<file path="config.mk">
export PLATFORM = sky130hd
export DESIGN_NAME = input_buffer
export DESIGN_NICKNAME = d
export VERILOG_FILES = /design/src/rtl/input_buffer.sv
export SDC_FILE = /design/constraint.sdc
export NUM_CORES = 1
export LEC_CHECK = 0
export ABC_AREA = 0
export ABC_CLOCK_PERIOD_IN_PS = 2750
export BUFFER_PORTS_ARGS = -buffer_cell sky130_fd_sc_hd__buf_2
export CAP_MARGIN = 20
export CORE_AREA = 2 2 110 101
export DETAILED_ROUTE_END_ITERATION = 10
export DIE_AREA = 0 0 112 103
export GPL_TIMING_DRIVEN = 0
export MAX_ROUTING_LAYER = met4
export PLACE_DENSITY = 0.76
export SLEW_MARGIN = 20
export SYNTH_ARGS = -nofsm -noshare
export SYNTH_HDL_FRONTEND = slang
export SYNTH_SLANG_ARGS = --single-unit
</file>
<file path="constraint.sdc">
create_clock -name i_clk -period 2.75 [get_ports i_clk]
set_clock_uncertainty 0.1 [all_clocks]
set_input_delay 0.825 -clock i_clk [delete_from_list [all_inputs] [get_ports i_clk]]
set_output_delay 0.825 -clock i_clk [all_outputs]
set_load 0.02 [all_outputs]
</file>
<file path="src/rtl/input_buffer.sv">
// rtl/input_buffer.sv - memory-mapped switch/push-button input buffer with debounce and sticky edge capture
// Optional macro INPUT_BUFFER_IRQ_EN adds a registered o_irq output.
module input_buffer #(
  parameter int SW_WIDTH        = 18,
  parameter int NUM_KEYS        = 4,
  parameter int DEBOUNCE_CYCLES = 50000
) (
  input  logic                i_clk,
  input  logic                i_reset,
  input  logic [31:0]         i_io_sw,
  input  logic [NUM_KEYS-1:0] i_io_btn,
  input  logic [31:0]         i_io_addr,
  input  logic [2:0]          i_funct3,
  input  logic                f_io_rden,
  output logic [31:0]         o_ld_data,
`ifdef INPUT_BUFFER_IRQ_EN
  output logic                o_irq,
`endif
  output logic                o_ld_valid
);

  localparam int CW = $clog2(DEBOUNCE_CYCLES);
  localparam logic [CW-1:0] CNT_MAX = CW'(DEBOUNCE_CYCLES - 1);

  logic [SW_WIDTH-1:0] r_sw_s1, r_sw_s2;
  logic [NUM_KEYS-1:0] r_btn_s1, r_btn_s2;
  logic [NUM_KEYS-1:0] r_key_lvl;
  logic [NUM_KEYS-1:0] r_edge;
  logic [CW-1:0]       r_cnt [NUM_KEYS];

  logic [NUM_KEYS-1:0] w_pressed;
  logic [NUM_KEYS-1:0] w_lvl_next;
  logic [NUM_KEYS-1:0] w_rise;
  logic [CW-1:0]       w_cnt_next [NUM_KEYS];
  logic                w_sel_edge;
  logic [31:0]         w_word;
  logic [7:0]          w_byte;
  logic [15:0]         w_half;
  logic [31:0]         w_load;
  logic [31:0]         w_sw_unused;
  logic [31:0]         w_addr_unused;

  assign w_sw_unused   = i_io_sw;
  assign w_addr_unused = i_io_addr;

  assign w_pressed = ~r_btn_s2;

  // A level change is accepted only on the DEBOUNCE_CYCLES-th consecutive differing sample.
  always_comb begin
    w_lvl_next = r_key_lvl;
    for (int k = 0; k < NUM_KEYS; k++) begin
      w_cnt_next[k] = '0;
      if (w_pressed[k] != r_key_lvl[k]) begin
        if (r_cnt[k] == CNT_MAX) begin
          w_lvl_next[k] = w_pressed[k];
        end else begin
          w_cnt_next[k] = r_cnt[k] + 1'b1;
        end
      end
    end
  end

  assign w_rise     = w_lvl_next & ~r_key_lvl;
  assign w_sel_edge = f_io_rden && (i_io_addr[7:4] == 4'h2);

  always_comb begin
    w_word = '0;
    case (i_io_addr[7:4])
      4'h0:    w_word = 32'(r_sw_s2);
      4'h1:    w_word = 32'(r_key_lvl);
      4'h2:    w_word = 32'(r_edge);
      default: w_word = '0;
    endcase
  end

  assign w_byte = w_word[{i_io_addr[1:0], 3'b000} +: 8];
  assign w_half = w_word[{i_io_addr[1], 4'b0000} +: 16];

  always_comb begin
    w_load = '0;
    case (i_funct3)
      3'b000:  w_load = {{24{w_byte[7]}}, w_byte};
      3'b001:  w_load = {{16{w_half[15]}}, w_half};
      3'b010:  w_load = w_word;
      3'b100:  w_load = {24'h0, w_byte};
      3'b101:  w_load = {16'h0, w_half};
      default: w_load = '0;
    endcase
  end

  always_ff @(posedge i_clk) begin
    if (i_reset) begin
      r_sw_s1    <= '0;
      r_sw_s2    <= '0;
      r_btn_s1   <= '1;
      r_btn_s2   <= '1;
      r_key_lvl  <= '0;
      r_edge     <= '0;
      o_ld_data  <= '0;
      o_ld_valid <= 1'b0;
      for (int k = 0; k < NUM_KEYS; k++) begin
        r_cnt[k] <= '0;
      end
    end else begin
      r_sw_s1   <= i_io_sw[SW_WIDTH-1:0];
      r_sw_s2   <= r_sw_s1;
      r_btn_s1  <= i_io_btn;
      r_btn_s2  <= r_btn_s1;
      r_key_lvl <= w_lvl_next;
      for (int k = 0; k < NUM_KEYS; k++) begin
        r_cnt[k] <= w_cnt_next[k];
      end
      // New edges win over the clear-on-read so a same-cycle press is never lost.
      r_edge     <= (w_sel_edge ? '0 : r_edge) | w_rise;
      o_ld_valid <= f_io_rden;
      if (f_io_rden) begin
        o_ld_data <= w_load;
      end
    end
  end

`ifdef INPUT_BUFFER_IRQ_EN
  always_ff @(posedge i_clk) begin
    if (i_reset) begin
      o_irq <= 1'b0;
    end else begin
      o_irq <= |r_edge;
    end
  end
`endif

endmodule

</file>
; ---- Word-level counts from Yosys, hierarchy flattened
; Memories as Yosys holds them, arrays and structs flattened.
; Cells that the tools add are included.
[totals]
register_bits = 85
ram_bits = 64
in_bits = 74
out_inout_bits = 33
elab_cells = 66
n_memories = 1
[classes]
add_sub_neg = 4
n_eq_ne = 14
n_shift = 2
mux = 26
bitwise_logic = 8
n_reduce_logical = 3
[memory_table]
columns = name, words, word_bits, read_ports, rd_clocked_by_memory_dff, write_ports, line
row1 = r_cnt, 4, 16, 4, 0, 4, 29  ; logic [CW-1:0] r_cnt [NUM_KEYS];
[op_table]
columns = op, count
row1 = $mux W16, 12
row2 = $pmux W32 S5, 1
row3 = $add A16 B1 Y16 const B, 4
row4 = $eq A16 B16 Y1 const B, 4
row5 = $pmux W18 S3, 1
row6 = $shiftx A32 B6 Y16, 1
row7 = $shiftx A32 B6 Y8, 1
row8 = $mux W1, 11
row9 = $not A4 Y4, 2
row10 = $eq A3 B3 Y1 const B, 2
row11 = $and A4 B4 Y4, 1
row12 = $eq A4 B1 Y1 const B, 1
row13 = $eq A4 B2 Y1 const B, 1
row14 = $logic_not A4 Y1, 1
row15 = $mux W4, 1
row16 = $ne A1 B1 Y1, 4
row17 = $or A1 B1 Y1, 4
row18 = $or A4 B4 Y4, 1
row19 = $eq A3 B1 Y1 const B, 1
row20 = $eq A3 B2 Y1 const B, 1
row21 = $logic_not A3 Y1, 1
row22 = $logic_and A1 B1 Y1, 1

; ---- Longest topological paths before layout
; An unclocked memory read counts as a cell.
[logic_depth]
depth_word = 6
ltp_mapped = 7
mapped_depth_nobuf = 5

; ---- Worst setup path before layout
; OpenSTA, ideal clock, no wires.
[synth_path]
kind = input -> register
start = in i_io_addr[4]
end = reg o_ld_data[15]
setup_time_ps = 74
arrival_time_ps = 2072
slack_ps = 503
path_stages = 5
path_cell_list = buf_2 > nor4_4 > nand3_1 > or4_1 > o21ai_0
[synth_via]
elab_chain_len = 4
word_cells_on_any_way = 7
[synth_lines]
columns = element, line
row1 = "start, declared", 12  ; input logic [31:0] i_io_addr,
row2 = $eq A4 B2 Y1 (tied with other cells), 68  ; case (i_io_addr[7:4])
row3 = $pmux W18 S3 *, 68
row4 = $shiftx A32 B6 Y16 / $shiftx A32 B6 Y8 (equally long branches), "77, 76"
row5 = $pmux W32 S5 *, 81  ; case (i_funct3)
row6 = "end signal, assigned", 117  ; o_ld_data <= w_load;
row7 = "end, declared", 15  ; output logic [31:0] o_ld_data,
; Every way passes the cells marked *; elsewhere a longest branch is shown, timed or not.
; A chain may end at the register's enable or synchronous reset.

==> reports/results.tsv <==
metric	value	unit
clk slew on worst S/H paths	0.06	ns
# rows	36	
antenna violations before repair	0	
Slew headroom	0.6659	
# setup viols final	0	
vias in the first global route	4072	
CTS Buf Count	17	
mapped cell area	5570	um2
drt drc	0	
Net Sw Frac	0.2199	
Final Hold Viols	0	
Port Buffers	64	
Seq pwr share	0.448	
area grow syn2layout	19.81	%
Clock Sinks	136	
final wirelength	11410	um
CTS Root Cell	clkbuf_16	
library cells used by synthesis	49	
gr usage total	0.2103	
Skew-Pair Late Insertion Delay	0.42	ns
total number of vias	4366	
Overflow after GRT	0	
CTS tree	yes	
Final ANT Viol Nets	0	
minimum clock period	2.276	ns
most common cell after layout, fill and taps aside	dfxtp_1	
Iter 0 DRT Violations	320	
initial core utilization	0.5285	
Post CTS Setup Buffer Count	0	
post-cts sizing count	0	
Chip Width	112	um
Int Pwr	3.517	mW
maximum clock rate	439.3	MHz
Comb pwr share	0.031	
worst hold path type	reg2reg	
Crit Path Class	reg2out	
cell count after synthesis	597	
core area	10540	um2
sequential share of the synthesized area	0.4888	
max_cap viols	0	
CTS H-Tree Depth	4	
DR WL/cell	13.82	um
clock power share	0.521	
Die Span Y	103	um
syn_area_per_cell	9.331	um2
Worst VDD drop	0.0006603	V
Worst Setup Start Kind	register	
WP data required	1.83	ns
largest net degree at the start of global routing	17	
warnings from Yosys	0	
Post-Route Setup TNS	0	ns
Leak	2.401	nW
crit path max fanout	15	
WP data arrival	1.35	ns
Post-CTS Hold Fix Bufs	0	
Reg2Reg Depth	7	
Final HPWL DP	8034	um
hold path depth	1	
endpoint type of the worst setup path	output port	
most frequent cells in the layout	dfxtp_1 (136), nor2_1 (87), buf_2 (67)	
Ant. Diodes	0	
fin worst setup slack	0.4738	ns
Pwr Density	675.6	nW/um2
Die Area	11540	um2
post-DR vias/cell	5.286	
Psw	0.9917	mW
outcome	completed	
RSZ-0062 raised after global routing	false	
period utilization	0.8277	
CTS max path bufs	2	
share of cells above drive strength 1	0.1977	
Ports	107	
Tightest Pin Transition	0.5001	ns
syn nets	675	
total iterations of the first detailed-routing run	5	
RePlAce Congestion	0.9032	
Nets	758	
first-pass GRT wire length	18900	um
pre-CTS setup slack	0.1939	ns
Pins Over Slew Limit	0	
Synth Register Bits	136	
fillers	880	
## worst max-delay path: stages, from the launching register on
cell,delay (ns)
dfxtp_1,0.60
buf_4,0.19
buf_2,0.15
## metrics by stage
stage | instances | utilization | power [mW] | cell area [um2] | hold slack [ns]
floorplan | 597 | - | 2.145 | 5570 | 0.2895
CTS | 826 | 0.6332 | 4.543 | 6674 | 0.3112
global route | 826 | 0.6332 | 4.644 | 6674 | 0.3329
detailed placement | 794 | 0.5747 | 2.203 | 6057 | 0.2976
global placement | 794 | 0.5747 | 2.198 | 6057 | 0.2907
finish | 826 | 0.6332 | 4.509 | 6674 | 0.3081
## power groups by stage
stage,clock (mW),sequential [mW],combinational [mW]
finish,2.35,2.02,0.141
detailed placement,0,2.06,0.140
CTS,2.38,2.02,0.141
global route,2.47,2.02,0.155
floorplan,0,2.06,0.0850
global placement,0,2.06,0.136
## final timing paths
path                                 endpoint  slack [ns]     startpoint
worst max-delay path            o_ld_data[21]        0.47  o_ld_data[30]
worst min register to register    r_btn_s2[2]        0.31    r_btn_s1[2]
worst max register to register   r_cnt[3][14]        0.68    r_cnt[3][0]
worst min-delay path              r_btn_s2[2]        0.31    r_btn_s1[2]
## flip-flops by register name, summed over array words and instances, names as in the netlist
name        count
r_cnt          64
o_ld_data      19
r_sw_s1        18
r_sw_s2        18
r_btn_s1        4
r_btn_s2        4
r_edge          4
r_key_lvl       4
o_ld_valid      1
## cell families (layout without fill, tap and decap cells)
family | count (synthesis) | count (layout) | share of synthesized area
compound gates | 62 | 62 | 0.07255
simple gates | 281 | 281 | 0.2754
flops | 136 | 136 | 0.4888
buf+inv | 53 | 149 | 0.05683
fa+ha+maj | 4 | 4 | 0.008985
xor+xnor | 55 | 55 | 0.08648
mux | 6 | 6 | 0.01101
## Yosys cell counts, drive strengths merged
master     n  area (um2)
mux2       1       11.26
dfxtp    136        2723
a22oi      9       67.56
and2       4       25.02
a21o       1       7.510
a211oi     3       22.52
a21oi      6       30.03
nor3      15       75.07
nor4b      1       8.760
nand2     31       116.4
o2bb2ai    2       17.52
or4        6       45.04
nand4b     3       26.28
or4b       1       10.01
nand3     23       115.1
xor2       6       52.55
nand4     18       112.6
nor2b     42       262.8
and3       2       12.51
a2bb2oi    3       26.28
a31oi     12       75.07
o22ai      3       18.77
mux2i      5       50.05
ha         4       50.05
nor3b      1       7.510
nor2      87       326.6
and4       1       8.760
o21bai     4       30.03
clkbuf     9       33.78
o32ai      1       8.760
or2       14       87.59
or3        1       6.260
nand3b     2       15.01
buf       25       211.4
o21ai     15       75.07
nor4      24       216.5
o31ai      2       15.01
inv       19       71.32
or4bb      5       56.30
o21ba      1       10.01
xnor2     49       429.2
## per-layer routing
| layer | vias to the layer above | wire length [um] | global-route usage |
|---|---|---|---|
| li1 | 2203 | - | - |
| met1 | 2030 | 5161 | 0.2509 |
| met2 | 112 | 5535 | 0.3455 |
| met3 | 21 | 535 | 0.05585 |
| met4 | 0 | 180 | 0.08068 |
| met5 | - | 0 | - |
## cell type report
cell class              instances  area (um2)  share of cell area
flip-flops and latches        136        2723              0.4079
clock buffers                  18       429.2             0.06430
well taps                     133       166.4             0.02493
plain buffers                  34       245.2             0.03675
clock inverters                14       187.7             0.02812
multi-input cells             408        2531              0.3793
inverters                      19       71.32             0.01069
repair buffers                 64       320.3             0.04799
Power figures use the tool's default switching activity.
